--- src/rtl/cell_paint_engine.sv ---
`default_nettype none
// ============================================================================
// cell_paint_engine
//   Expands cursor/paint/erase/clear commands on a cell grid into a
//   backpressured pixel stream.
//   Revision: 1.0
// ============================================================================
module cell_paint_engine #(
    parameter int SCREEN_WIDTH  = 640,
    parameter int SCREEN_HEIGHT = 480,
    parameter int CELL_DIM      = 5,
    parameter int COLOUR_BITS   = 3,
    parameter int BRUSH         = 1,
    parameter logic [COLOUR_BITS-1:0] CURSOR_COLOUR = 3'b110,
    parameter logic [COLOUR_BITS-1:0] GRID_COLOUR   = 3'b000,
    parameter logic [COLOUR_BITS-1:0] BG_COLOUR     = 3'b111,
    localparam int COLS = SCREEN_WIDTH / CELL_DIM,
    localparam int ROWS = SCREEN_HEIGHT / CELL_DIM,
    localparam int PB   = $clog2((SCREEN_WIDTH > SCREEN_HEIGHT) ? SCREEN_WIDTH : SCREEN_HEIGHT),
    localparam int CB   = $clog2((COLS > ROWS) ? COLS : ROWS)
) (
    input  logic                   iClk,
    input  logic                   iReset,
    input  logic                   iCmdValid,
    output logic                   oCmdReady,
    input  logic [1:0]             iCmd,
    input  logic [CB-1:0]          iX_cell,
    input  logic [CB-1:0]          iY_cell,
    input  logic [COLOUR_BITS-1:0] iColour,
    output logic [PB-1:0]          oX_pixel,
    output logic [PB-1:0]          oY_pixel,
    output logic [COLOUR_BITS-1:0] oColour,
    output logic                   oPlot,
    input  logic                   iReady,
    output logic                   oDone,
    output logic                   oErr
);

    localparam int OB = $clog2(CELL_DIM);
    localparam logic [1:0] CMD_CURSOR = 2'd0;
    localparam logic [1:0] CMD_PAINT  = 2'd1;
    localparam logic [1:0] CMD_CLEAR  = 2'd3;

    localparam logic [OB-1:0] OFF_LAST  = OB'(CELL_DIM - 1);
    localparam logic [OB-1:0] OFF_ILAST = OB'(CELL_DIM - 2);
    localparam logic [PB-1:0] X_LAST    = PB'(SCREEN_WIDTH - 1);
    localparam logic [PB-1:0] Y_LAST    = PB'(SCREEN_HEIGHT - 1);
    localparam logic [CB:0]   COL_MAX   = (CB+1)'(COLS - 1);
    localparam logic [CB:0]   ROW_MAX   = (CB+1)'(ROWS - 1);
    localparam logic [CB-1:0] HALF      = CB'(BRUSH / 2);

    typedef enum logic [2:0] {
        IDLE      = 3'd0,
        CUR_ERASE = 3'd1,
        CUR_DRAW  = 3'd2,
        FILL      = 3'd3,
        CLEAR     = 3'd4,
        FINISH    = 3'd5
    } state_t;

    state_t state, next_state;

    logic [1:0]             cmd_q;
    logic [CB-1:0]          cell_x, cell_y;
    logic [COLOUR_BITS-1:0] colour_q;
    logic [CB-1:0]          prev_x, prev_y;
    logic                   cursor_valid;
    logic                   err_q;
    logic [OB-1:0]          off_x, off_y;
    logic [CB-1:0]          fill_x, fill_y;
    logic [CB-1:0]          x_lo, x_hi, y_hi;
    logic [PB-1:0]          px, py;
    logic [OB-1:0]          mx, my;

    logic                   scan_adv;
    logic                   out_of_range;
    logic [CB-1:0]          x_lo_w, x_hi_w, y_lo_w, y_hi_w;
    logic [CB:0]            x_sum, y_sum;
    logic [CB-1:0]          cur_x, cur_y;
    logic                   on_border;
    logic                   cur_last;
    logic                   fill_last;
    logic                   clear_grid;

    function automatic logic [PB-1:0] cell_pix(input logic [CB-1:0] c, input logic [OB-1:0] o);
        logic [PB:0] p;
        p = (PB+1)'(c) * (PB+1)'(CELL_DIM) + (PB+1)'(o);
        return p[PB-1:0];
    endfunction

    // Brush footprint clipped to the grid; no wrap at either edge.
    always_comb begin
        x_sum        = {1'b0, iX_cell} + {1'b0, HALF};
        y_sum        = {1'b0, iY_cell} + {1'b0, HALF};
        x_lo_w       = (iX_cell < HALF) ? '0 : iX_cell - HALF;
        y_lo_w       = (iY_cell < HALF) ? '0 : iY_cell - HALF;
        x_hi_w       = (x_sum > COL_MAX) ? COL_MAX[CB-1:0] : x_sum[CB-1:0];
        y_hi_w       = (y_sum > ROW_MAX) ? ROW_MAX[CB-1:0] : y_sum[CB-1:0];
        out_of_range = ({1'b0, iX_cell} > COL_MAX) || ({1'b0, iY_cell} > ROW_MAX);
    end

    always_comb begin
        cur_x      = (state == CUR_ERASE) ? prev_x : cell_x;
        cur_y      = (state == CUR_ERASE) ? prev_y : cell_y;
        on_border  = (off_x == '0) || (off_x == OFF_LAST) || (off_y == '0) || (off_y == OFF_LAST);
        cur_last   = (off_x == OFF_LAST) && (off_y == OFF_LAST);
        fill_last  = (off_x == OFF_ILAST) && (off_y == OFF_ILAST) &&
                     (fill_x == x_hi) && (fill_y == y_hi);
        clear_grid = (mx == '0) || (mx == OFF_LAST) || (my == '0) || (my == OFF_LAST);
    end

    always_ff @(posedge iClk) begin
        if (iReset) begin
            state <= IDLE;
        end else begin
            state <= next_state;
        end
    end

    always_comb begin
        next_state = state;
        oCmdReady  = 1'b0;
        oPlot      = 1'b0;
        oDone      = 1'b0;
        oErr       = 1'b0;
        oX_pixel   = '0;
        oY_pixel   = '0;
        oColour    = BG_COLOUR;
        scan_adv   = 1'b0;
        case (state)
            IDLE: begin
                oCmdReady = 1'b1;
                if (iCmdValid) begin
                    if (iCmd == CMD_CLEAR) begin
                        next_state = CLEAR;
                    end else if (out_of_range) begin
                        next_state = FINISH;
                    end else if (iCmd == CMD_CURSOR) begin
                        next_state = (cursor_valid && ((iX_cell != prev_x) || (iY_cell != prev_y)))
                                     ? CUR_ERASE : CUR_DRAW;
                    end else begin
                        next_state = FILL;
                    end
                end
            end
            CUR_ERASE, CUR_DRAW: begin
                oX_pixel = cell_pix(cur_x, off_x);
                oY_pixel = cell_pix(cur_y, off_y);
                oPlot    = on_border;
                oColour  = (state == CUR_ERASE) ? GRID_COLOUR : CURSOR_COLOUR;
                scan_adv = !on_border || iReady;
                if (scan_adv && cur_last) begin
                    next_state = (state == CUR_ERASE) ? CUR_DRAW : FINISH;
                end
            end
            FILL: begin
                oX_pixel = cell_pix(fill_x, off_x);
                oY_pixel = cell_pix(fill_y, off_y);
                oPlot    = 1'b1;
                oColour  = (cmd_q == CMD_PAINT) ? colour_q : BG_COLOUR;
                scan_adv = iReady;
                if (iReady && fill_last) begin
                    next_state = FINISH;
                end
            end
            CLEAR: begin
                oX_pixel = px;
                oY_pixel = py;
                oPlot    = 1'b1;
                oColour  = clear_grid ? GRID_COLOUR : BG_COLOUR;
                scan_adv = iReady;
                if (iReady && (px == X_LAST) && (py == Y_LAST)) begin
                    next_state = FINISH;
                end
            end
            FINISH: begin
                oDone      = 1'b1;
                oErr       = err_q;
                next_state = IDLE;
            end
            default: next_state = IDLE;
        endcase
    end

    always_ff @(posedge iClk) begin
        if (iReset) begin
            cmd_q        <= '0;
            cell_x       <= '0;
            cell_y       <= '0;
            colour_q     <= '0;
            prev_x       <= '0;
            prev_y       <= '0;
            cursor_valid <= 1'b0;
            err_q        <= 1'b0;
            off_x        <= '0;
            off_y        <= '0;
            fill_x       <= '0;
            fill_y       <= '0;
            x_lo         <= '0;
            x_hi         <= '0;
            y_hi         <= '0;
            px           <= '0;
            py           <= '0;
            mx           <= '0;
            my           <= '0;
        end else begin
            case (state)
                IDLE: begin
                    if (iCmdValid) begin
                        cmd_q    <= iCmd;
                        cell_x   <= iX_cell;
                        cell_y   <= iY_cell;
                        colour_q <= iColour;
                        err_q    <= (iCmd != CMD_CLEAR) && out_of_range;
                        x_lo     <= x_lo_w;
                        x_hi     <= x_hi_w;
                        y_hi     <= y_hi_w;
                        fill_x   <= x_lo_w;
                        fill_y   <= y_lo_w;
                        px       <= '0;
                        py       <= '0;
                        mx       <= '0;
                        my       <= '0;
                        // Fill scans start at the first interior offset.
                        if (iCmd == CMD_CURSOR || iCmd == CMD_CLEAR) begin
                            off_x <= '0;
                            off_y <= '0;
                        end else begin
                            off_x <= OB'(1);
                            off_y <= OB'(1);
                        end
                    end
                end
                CUR_ERASE, CUR_DRAW: begin
                    if (scan_adv) begin
                        if (off_x == OFF_LAST) begin
                            off_x <= '0;
                            if (off_y == OFF_LAST) begin
                                off_y <= '0;
                                if (state == CUR_DRAW) begin
                                    prev_x       <= cell_x;
                                    prev_y       <= cell_y;
                                    cursor_valid <= 1'b1;
                                end
                            end else begin
                                off_y <= off_y + 1'b1;
                            end
                        end else begin
                            off_x <= off_x + 1'b1;
                        end
                    end
                end
                FILL: begin
                    if (scan_adv) begin
                        if (off_x == OFF_ILAST) begin
                            off_x <= OB'(1);
                            if (off_y == OFF_ILAST) begin
                                off_y <= OB'(1);
                                if (fill_x == x_hi) begin
                                    fill_x <= x_lo;
                                    fill_y <= fill_y + 1'b1;
                                end else begin
                                    fill_x <= fill_x + 1'b1;
                                end
                            end else begin
                                off_y <= off_y + 1'b1;
                            end
                        end else begin
                            off_x <= off_x + 1'b1;
                        end
                    end
                end
                CLEAR: begin
                    // mx/my track pixel position modulo CELL_DIM alongside px/py.
                    if (scan_adv) begin
                        if (px == X_LAST) begin
                            px <= '0;
                            mx <= '0;
                            if (py == Y_LAST) begin
                                py           <= '0;
                                my           <= '0;
                                cursor_valid <= 1'b0;
                            end else begin
                                py <= py + 1'b1;
                                my <= (my == OFF_LAST) ? '0 : my + 1'b1;
                            end
                        end else begin
                            px <= px + 1'b1;
                            mx <= (mx == OFF_LAST) ? '0 : mx + 1'b1;
                        end
                    end
                end
                default: begin
                end
            endcase
        end
    end

endmodule
`default_nettype wire

--- config.mk ---
export PLATFORM = sky130hd
export DESIGN_NAME = cell_paint_engine
export DESIGN_NICKNAME = d
export VERILOG_FILES = /design/src/rtl/cell_paint_engine.sv
export SDC_FILE = /design/constraint.sdc
export NUM_CORES = 1
export LEC_CHECK = 0
export ABC_CLOCK_PERIOD_IN_PS = 12900
export CAP_MARGIN = 0
export CORE_MARGIN = 2
export CORE_UTILIZATION = 60
export DETAILED_ROUTE_END_ITERATION = 8
export GPL_TIMING_DRIVEN = 0
export HOLD_SLACK_MARGIN = 0.03
export PLACE_DENSITY = 0.9
export SLEW_MARGIN = 10
export SYNTH_ARGS = -nofsm -noshare
export SYNTH_HDL_FRONTEND = slang
export SYNTH_SLANG_ARGS = --single-unit
--- constraint.sdc ---
create_clock -name iClk -period 12.9 [get_ports iClk]
set_input_delay 1.935 -clock iClk [delete_from_list [all_inputs] [get_ports iClk]]
set_output_delay 1.935 -clock iClk [all_outputs]
set_load 0.05 [all_outputs]
Yosys cells after proc, flatten, opt, wreduce, memory -nomap -nowiden
Cells that the tools add are included.
W data, S select, Z words.
{"block": "classes", "n_mux": 79, "n_mul": 4, "div": 0, "addsub": 12, "shifts": 0, "bitwise_logic": 0, "reduce_logical": 42, "order_cmp": 4, "eq_ne": 35}
{"op": "$mux W7", "count": 16}
{"op": "$mux W3", "count": 29}
{"op": "$mux W10", "count": 6}
{"op": "$pmux W10 S3", "count": 2}
{"op": "$add A10 B3 Y10", "count": 4}
{"op": "$mul A7 B3 Y10 const B", "count": 4}
{"op": "$pmux W10 S2", "count": 2}
{"op": "$ne A2 B2 Y1 const B", "count": 16}
{"op": "$pmux W7 S2", "count": 2}
{"op": "$pmux W3 S3", "count": 3}
{"op": "$add A10 B1 Y10 const B", "count": 2}
{"op": "$eq A3 B3 Y1 const B", "count": 6}
{"op": "$logic_not A3 Y1", "count": 5}
{"op": "$add A7 B1 Y7 const B", "count": 2}
{"op": "$eq A7 B7 Y1", "count": 2}
{"op": "$gt A7 B7 Y1 const B", "count": 2}
{"op": "$lt A7 B1 Y1 const B", "count": 2}
{"op": "$ne A7 B7 Y1", "count": 2}
{"op": "$add A3 B1 Y3 const B", "count": 4}
{"op": "$eq A3 B2 Y1 const B", "count": 4}
{"op": "$pmux W3 S2", "count": 2}
{"op": "$pmux W3 S4", "count": 1}
{"op": "$reduce_and A4 Y1", "count": 3}
{"op": "$reduce_and A6 Y1", "count": 2}
{"op": "19 further kinds", "count": 53}
{"block": "totals", "memories": 0, "out_inout_bits": 27, "mem_bits_rw": 0, "reg_bits": 105, "rom_bits": 0, "elab_cells": 196, "latch_bits": 0}

Depth between registers and ports, before layout
Gate-level depths: netlist (run 1).
{"block": "depth", "word_depth": 9, "ltp_mapped": 16, "depth_no_buf": 14}

Worst setup path after synthesis (run 1)
Ideal clock, no wire load.
{"block": "synth_timing", "kind": "reg2out", "from": "register state[0]", "to": "output port oY_pixel[5]", "n_path_buf": 2, "slack_ps": 6760, "path_stages_with_launch": 15, "arrival_time_ps": 4205, "path_cell_list": "dfxtp_1 buf_2 nand2_1 nor2_2 buf_4 mux2i_1 inv_1 ha_1 ha_1 fa_1 a21o_1 a21oi_1 xnor2_1 a32oi_1 o21ai_0"}
{"block": "synth_between", "elab_chain_len": 5}
{"item": "from (decl)", "line_no": "61", "text": "state_t state, next_state;"}
{"item": "from (signal assigned)", "line_no": "116", "text": "state <= next_state;"}
{"item": "$eq A3 B1 Y1", "line_no": "104, 130"}
{"item": "$mux W7", "line_no": "104", "text": "cur_y = (state == CUR_ERASE) ? prev_y : cell_y;"}
{"item": "$mul A7 B3 Y10", "line_no": "87", "text": "p = (PB+1)'(c) * (PB+1)'(CELL_DIM) + (PB+1)'(o);"}
{"item": "$add A10 B3 Y10", "line_no": "87"}
{"item": "$pmux W10 S3 *", "line_no": "130", "text": "case (state)"}
{"item": "to (decl)", "line_no": "31", "text": "output logic [PB-1:0] oY_pixel,"}
Every way passes the cells marked *; elsewhere a longest branch is shown, timed or not.

Worst setup path in the final report (run 1)
{"block": "layout_timing", "from": "register state[0]", "to": "output port oY_pixel[8]"}
Same word-level chain as after synthesis.

==> results of run 1 <==
## power by group through the flow
stage,registers [mW],clock network [mW],logic (mW)
global placement,0.424,0,0.851
global route,0.430,0.282,0.973
detailed placement,0.428,0,0.869
CTS,0.421,0.268,0.878
floorplan,0.404,0,0.641
finish,0.425,0.268,0.897
## sequential cells by signal, indices dropped and copies added (netlist names)
register / flops
prev_y: 7
off_x: 3
fill_y: 7
py: 10
err_q: 1
mx: 3
fill_x: 7
cell_y: 7
cursor_valid: 1
x_lo: 7
y_hi: 7
prev_x: 7
state: 3
cmd_q: 2
my: 3
x_hi: 7
colour_q: 3
off_y: 3
px: 10
## through the flow
stage	util [%]	cells	setup slack [ns]	power [mW]
after floorplan	-	939	6.76	1.05
final	70.0	1171	5.42	1.59
after global routing	70.0	1171	5.29	1.69
after global placement	67.7	1155	6.00	1.28
after CTS	70.0	1171	5.52	1.57
after detailed placement	67.7	1155	5.94	1.30
## cells in the mapped netlist, types with 14 or more instances
cell	count
o21ai_0	50
xnor2_1	19
nor2_1	92
clkbuf_1	25
nand3_1	19
xor2_1	49
a21oi_1	84
ha_1	94
a22oi_1	14
nand2_1	114
dfxtp_1	98
inv_1	34
nor3_1	20
mux2i_1	38
## worst max-delay path, cell delays in order (launching register included)
cell	delay, ns
dfxtp_1	0.43
buf_2	0.24
nand2_1	0.13
nor2_2	0.43
buf_4	0.32
mux2i_1	0.36
inv_1	0.08
ha_1	0.33
ha_1	0.34
ha_1	0.33
a211oi_1	0.27
o21bai_1	0.13
or3_1	0.31
a31oi_1	0.20
xor2_1	0.13
o221ai_1	0.27
clkdlybuf4s50_1	0.87
## final cells by class
class | instances | area [sq um]
multi-input combinational | 764 | 5240
timing repair buffer | 48 | 480
inverter | 35 | 131
buffer | 42 | 175
fill | 994 | 3630
sequential | 98 | 1960
clock buffer | 11 | 243
clock inverter | 5 | 42.5
tap | 168 | 210
## metal layers
layer | part of all wire, % | global-route usage (%)
met4 | 3.4 | 12.8
met2 | 45 | 53.5
met1 | 41 | 43.2
met5 | 0 | 0
met3 | 10 | 7.79
## final timing paths
| path | startpoint | depth (start not counted) | slack [ns] | end |
|---|---|---|---|---|
| setup / recovery | state[0] | 16 | 5.42 | oY_pixel[8] |
| hold / removal | colour_q[1] | 2 | 0.45 | colour_q[1] |
| setup reg to reg | state[1] | 7 | 10.45 | prev_x[5] |
| hold reg to reg | colour_q[1] | 2 | 0.45 | colour_q[1] |
## logic make-up (layout without fill, tap and decap cells)
family	after synthesis	after routing	share of synthesized area (%)
AND/OR/NAND/NOR	323	323	20.0
adder cells (fa/ha/maj)	98	98	16.7
XOR/XNOR	68	68	7.93
multiplexers	46	46	6.27
buffers and inverters	77	141	4.08
AO/OA/AOI/OAI	229	229	18.9
flip-flops	98	98	26.1
==> results.sh, run 1 <==
export IMPL_status="finished clean"
export IMPL_critPathRequiredTime_ns=10.97
export IMPL_die_area_sq_um=13400
export IMPL_port_buffer_count=48
export IMPL_num_vias=7423
export IMPL_ant_nets=0
export IMPL_cts_resized=0
export IMPL_dieHeight_microns=116
export IMPL_hold_class="reg2reg"
export IMPL_yosysWarnings=0
export IMPL_root_buffer="clkbuf_16"
export IMPL_antenna_found_initial=0
export IMPL_fp_coreArea_sq_um=12100
export IMPL_yosysTopAreaCell="dfxtp_1"
export IMPL_avgViaCountPerCell=6.34
export IMPL_period_minus_slack_ns=7.48
export IMPL_yosysUniqueCellTypes=62
export IMPL_power_density_nw_per_um2=187
export IMPL_holdWs_ns=0.453
export IMPL_clkTransAtPathRegs_ns=0.07
export IMPL_setup_tns_ns=0
export IMPL_layout_worst_path_cycle_share_pct=58.0
export IMPL_p_leak_nw=3.74
export IMPL_synthArstFlopShare_pct=0
export IMPL_grt_pass1_vias=6902
export IMPL_drive_above_1_share_pct=4.59
export IMPL_cts_setup_buffers=0
export IMPL_drt_iter0_drc=903
export IMPL_yosys_register_bits=98
export IMPL_syn_cell_area_sq_um=7510
export IMPL_clock_sinks=98
export IMPL_holdBufCountCts=0
export IMPL_die_x_microns=116
export IMPL_pwr_share_seq_pct=26.7
export IMPL_antenna_cells=0
export IMPL_area_growth_syn_to_layout_pct=13.0
export IMPL_grt_max_degree=18
export IMPL_layout_commonest_cell="nand2_1"
export IMPL_initial_utilization_pct=62.0
export IMPL_crit_fanout=10
export IMPL_postPlaceCellArea_sq_um=8200
export IMPL_wl_per_cell_microns=18.5
export IMPL_slew_headroom_pct=47.2
export IMPL_rows=40
export IMPL_grt_pass1_wl_mm=34.9
export IMPL_yosysSeqAreaShare_pct=26.1
export IMPL_io_pins=50
export IMPL_critPathKind="reg2out"
export IMPL_syn_inst=939
export IMPL_dpl_hpwl_mm=16.5
export IMPL_final_nets=1119
export IMPL_first_pass_iters=6
export IMPL_finalSetupViolations=0
export IMPL_intPower_mw=0.814
export IMPL_gp_congestion=0.972
export IMPL_synth_top_area_share_pct=26.1
export IMPL_clk_latency_ns=0.36
export IMPL_fmax_mhz=134
export IMPL_ir_drop_mv=0.173
export IMPL_cp_start_kind="flip-flop"
export IMPL_rsz0062_at_grt="no"
export IMPL_wirelength_mm=21.7
export IMPL_fin_area_sq_um=8480
export IMPL_numCtsBuffers=9
export IMPL_synth_edf_count=0
export IMPL_tritoncts="built"
export IMPL_syn_nets=1060
export IMPL_remaining_drc_errors=0
export IMPL_tightest_slew_ns=0.792
export IMPL_end_kind="output pin"
export IMPL_grt_total_usage_pct=33.2
export IMPL_clkPwrFrac_pct=16.9
export IMPL_power_switching_mw=0.776
export IMPL_cp_arrival_ns=5.54
export IMPL_cts_path_max_buffers=2
export IMPL_power_share_switching_pct=48.8
export IMPL_drv_slew=0
export IMPL_max_cap_viol_count=0
export IMPL_synth_area_top_cells="dfxtp_1 (26%), ha_1 (16%), xor2_1 (5.7%)"
export IMPL_synthFlopType="dfxtp_1"
export IMPL_layout_common_cells="nand2_1 (114), dfxtp_1 (98), ha_1 (94), nor2_1 (92), a21oi_1 (84)"
export IMPL_p_comb_share_pct=56.4
export IMPL_overflow=0
export IMPL_clock_skew_ns=0.0112
export IMPL_finalHoldViolCount=0
export IMPL_avgSynthCellArea_sq_um=7.99
export IMPL_cts_max_level=3
No activity file was read; power rests on OpenSTA's default activity.
==> inputs of run 2 (changes only) <==
ABC_CLOCK_PERIOD_IN_PS = 6230   (was 12900)
CORE_UTILIZATION = 55   (was 60)
PLACE_DENSITY = 0.87   (was 0.9)
clock period = 6.23 ns   (was 12.9 ns; I/O delays follow)
==> results.sh, run 2 (synthesized netlist as in run 1, its figures left out) <==
export IMPL_crit_fanout=10
export IMPL_status="finished clean"
export IMPL_setup_tns_ns=0
export IMPL_wirelength_mm=21.8
export IMPL_p_comb_share_pct=56.6
export IMPL_clock_skew_ns=0.00762
export IMPL_power_switching_mw=1.62
export IMPL_hold_class="reg2reg"
export IMPL_clkTransAtPathRegs_ns=0.07
export IMPL_overflow=0
export IMPL_cts_setup_buffers=0
export IMPL_pwr_share_seq_pct=26.6
export IMPL_clk_latency_ns=0.36
export IMPL_cp_arrival_ns=5.11
export IMPL_period_minus_slack_ns=6.04
export IMPL_port_buffer_count=48
export IMPL_remaining_drc_errors=0
export IMPL_root_buffer="clkbuf_16"
export IMPL_p_leak_nw=3.83
export IMPL_layout_commonest_cell="nand2_1"
export IMPL_fillers=1148
export IMPL_rows=42
export IMPL_multiInputGateArea_sq_um=5240
export IMPL_max_cap_viol_count=0
export IMPL_top_regs="px x10, py x10"
export IMPL_antenna_found_initial=0
export IMPL_layout_worst_path_cycle_share_pct=97.0
export IMPL_area_growth_syn_to_layout_pct=13.3
export IMPL_grt_total_usage_pct=30.8
export IMPL_postPlaceCellArea_sq_um=8210
export IMPL_die_x_microns=121
export IMPL_cts_path_max_buffers=2
export IMPL_critPathKind="reg2out"
export IMPL_avgViaCountPerCell=6.25
export IMPL_register_area_sq_um=1960
export IMPL_power_share_switching_pct=49.1
export IMPL_hold_depth=2
export IMPL_drt_iter0_drc=865
export IMPL_rsz0062_at_grt="no"
export IMPL_cts_max_level=3
export IMPL_critPathRequiredTime_ns=5.30
export IMPL_grt_pass1_vias=6993
export IMPL_total_power_mw=3.30
export IMPL_clkPwrFrac_pct=16.8
export IMPL_die_area_sq_um=14600
export IMPL_power_density_nw_per_um2=388
export IMPL_drive_above_1_share_pct=4.59
export IMPL_final_nets=1119
export IMPL_drv_slew=0
export IMPL_io_pins=50
export IMPL_end_kind="output pin"
export IMPL_slew_headroom_pct=46.8
export IMPL_clock_sinks=98
export IMPL_intPower_mw=1.68
export IMPL_tightest_slew_ns=0.792
export IMPL_initial_utilization_pct=56.5
export IMPL_fp_coreArea_sq_um=13300
export IMPL_grt_pass1_wl_mm=35.4
export IMPL_num_vias=7370
export IMPL_gp_congestion=0.967
export IMPL_fin_area_sq_um=8510
export IMPL_first_pass_iters=5
export IMPL_finalSetupViolations=0
export IMPL_dieHeight_microns=121
export IMPL_ir_drop_mv=0.259
export IMPL_wl_per_cell_microns=18.5
export IMPL_ant_nets=0
export IMPL_fmax_mhz=165
export IMPL_holdBufCountCts=0
export IMPL_grt_max_degree=18
export IMPL_finalHoldViolCount=0
export IMPL_layout_common_cells="nand2_1 (114), dfxtp_1 (98), ha_1 (94), nor2_1 (92), a21oi_1 (84)"
export IMPL_cp_start_kind="flip-flop"
export IMPL_antenna_cells=0
export IMPL_numCtsBuffers=9
export IMPL_dpl_hpwl_mm=16.3
export IMPL_tritoncts="built"
export IMPL_r2r_cells=7
==> run 2: area by class of cell <==
class / count / share of cell area (%)
Inverter: 35 / 1.54
Tap cell: 176 / 2.59
Clock buffer: 11 / 2.85
Sequential cell: 98 / 23.1
Buffer: 42 / 2.06
Timing Repair Buffer: 48 / 5.76
Multi-Input combinational cell: 764 / 61.6
Clock inverter: 5 / 0.515
==> run 2: per-stage QoR <==
step | hold slack (ns) | utilization, % | instances | setup slack, ns
3_3_place_gp | 0.440 | 61.7 | 1163 | 0.409
2_1_floorplan | 0.431 | - | 939 | 1.09
3_5_place_dp | 0.458 | 61.7 | 1163 | 0.333
4_1_cts | 0.467 | 63.9 | 1179 | 0.0231
5_1_grt | 0.489 | 64.0 | 1179 | 0.00975
6_report | 0.472 | 64.0 | 1179 | 0.186
==> run 2: per-layer routing <==
layer	GRT usage, %	up-vias	share of wire (%)
met4	14.2	0	4.0
met1	38.6	3385	40
li1	-	3467	-
met3	8.68	100	10
met5	0	-	0
met2	48.8	418	45
==> run 2: what timing repair did <==
item                                    in CTS  in global routing
gates resized for setup                      2                  6
endpoints found under the setup margin       2                 12
endpoints found under the hold margin        0                  0
gates cloned                                 0                  0
==> run 2: power by group through the flow <==
stage,registers (mW),clock network [mW],logic [mW]
2_1_floorplan,0.837,0,1.33
3_3_place_gp,0.880,0,1.76
3_5_place_dp,0.886,0,1.81
4_1_cts,0.873,0.556,1.83
5_1_grt,0.893,0.586,2.04
6_report,0.878,0.556,1.87
==> run 2: worst max-delay path, stage by stage (launching register included) <==
cell             delay (ns)
dfxtp_1                0.44
buf_2                  0.24
nand2_1                0.14
nor2_4                 0.30
buf_4                  0.31
mux2i_1                0.39
inv_1                  0.09
ha_1                   0.31
ha_1                   0.33
fa_1                   0.46
a21o_1                 0.17
a21oi_1                0.20
o211ai_1               0.16
a21o_1                 0.20
a21oi_1                0.19
o21ai_0                0.10
clkdlybuf4s50_1        0.71
==> run 2: path summary, 6_finish.rpt <==
| path | startpoint | to | slack, ns |
|---|---|---|---|
| worst max register to register | state[0] | fill_y[6] | 3.75 |
| worst min register to register | y_hi[5] | y_hi[5] | 0.47 |
| worst max-delay path | state[0] | oY_pixel[9] | 0.19 |
| worst min-delay path | y_hi[5] | y_hi[5] | 0.47 |
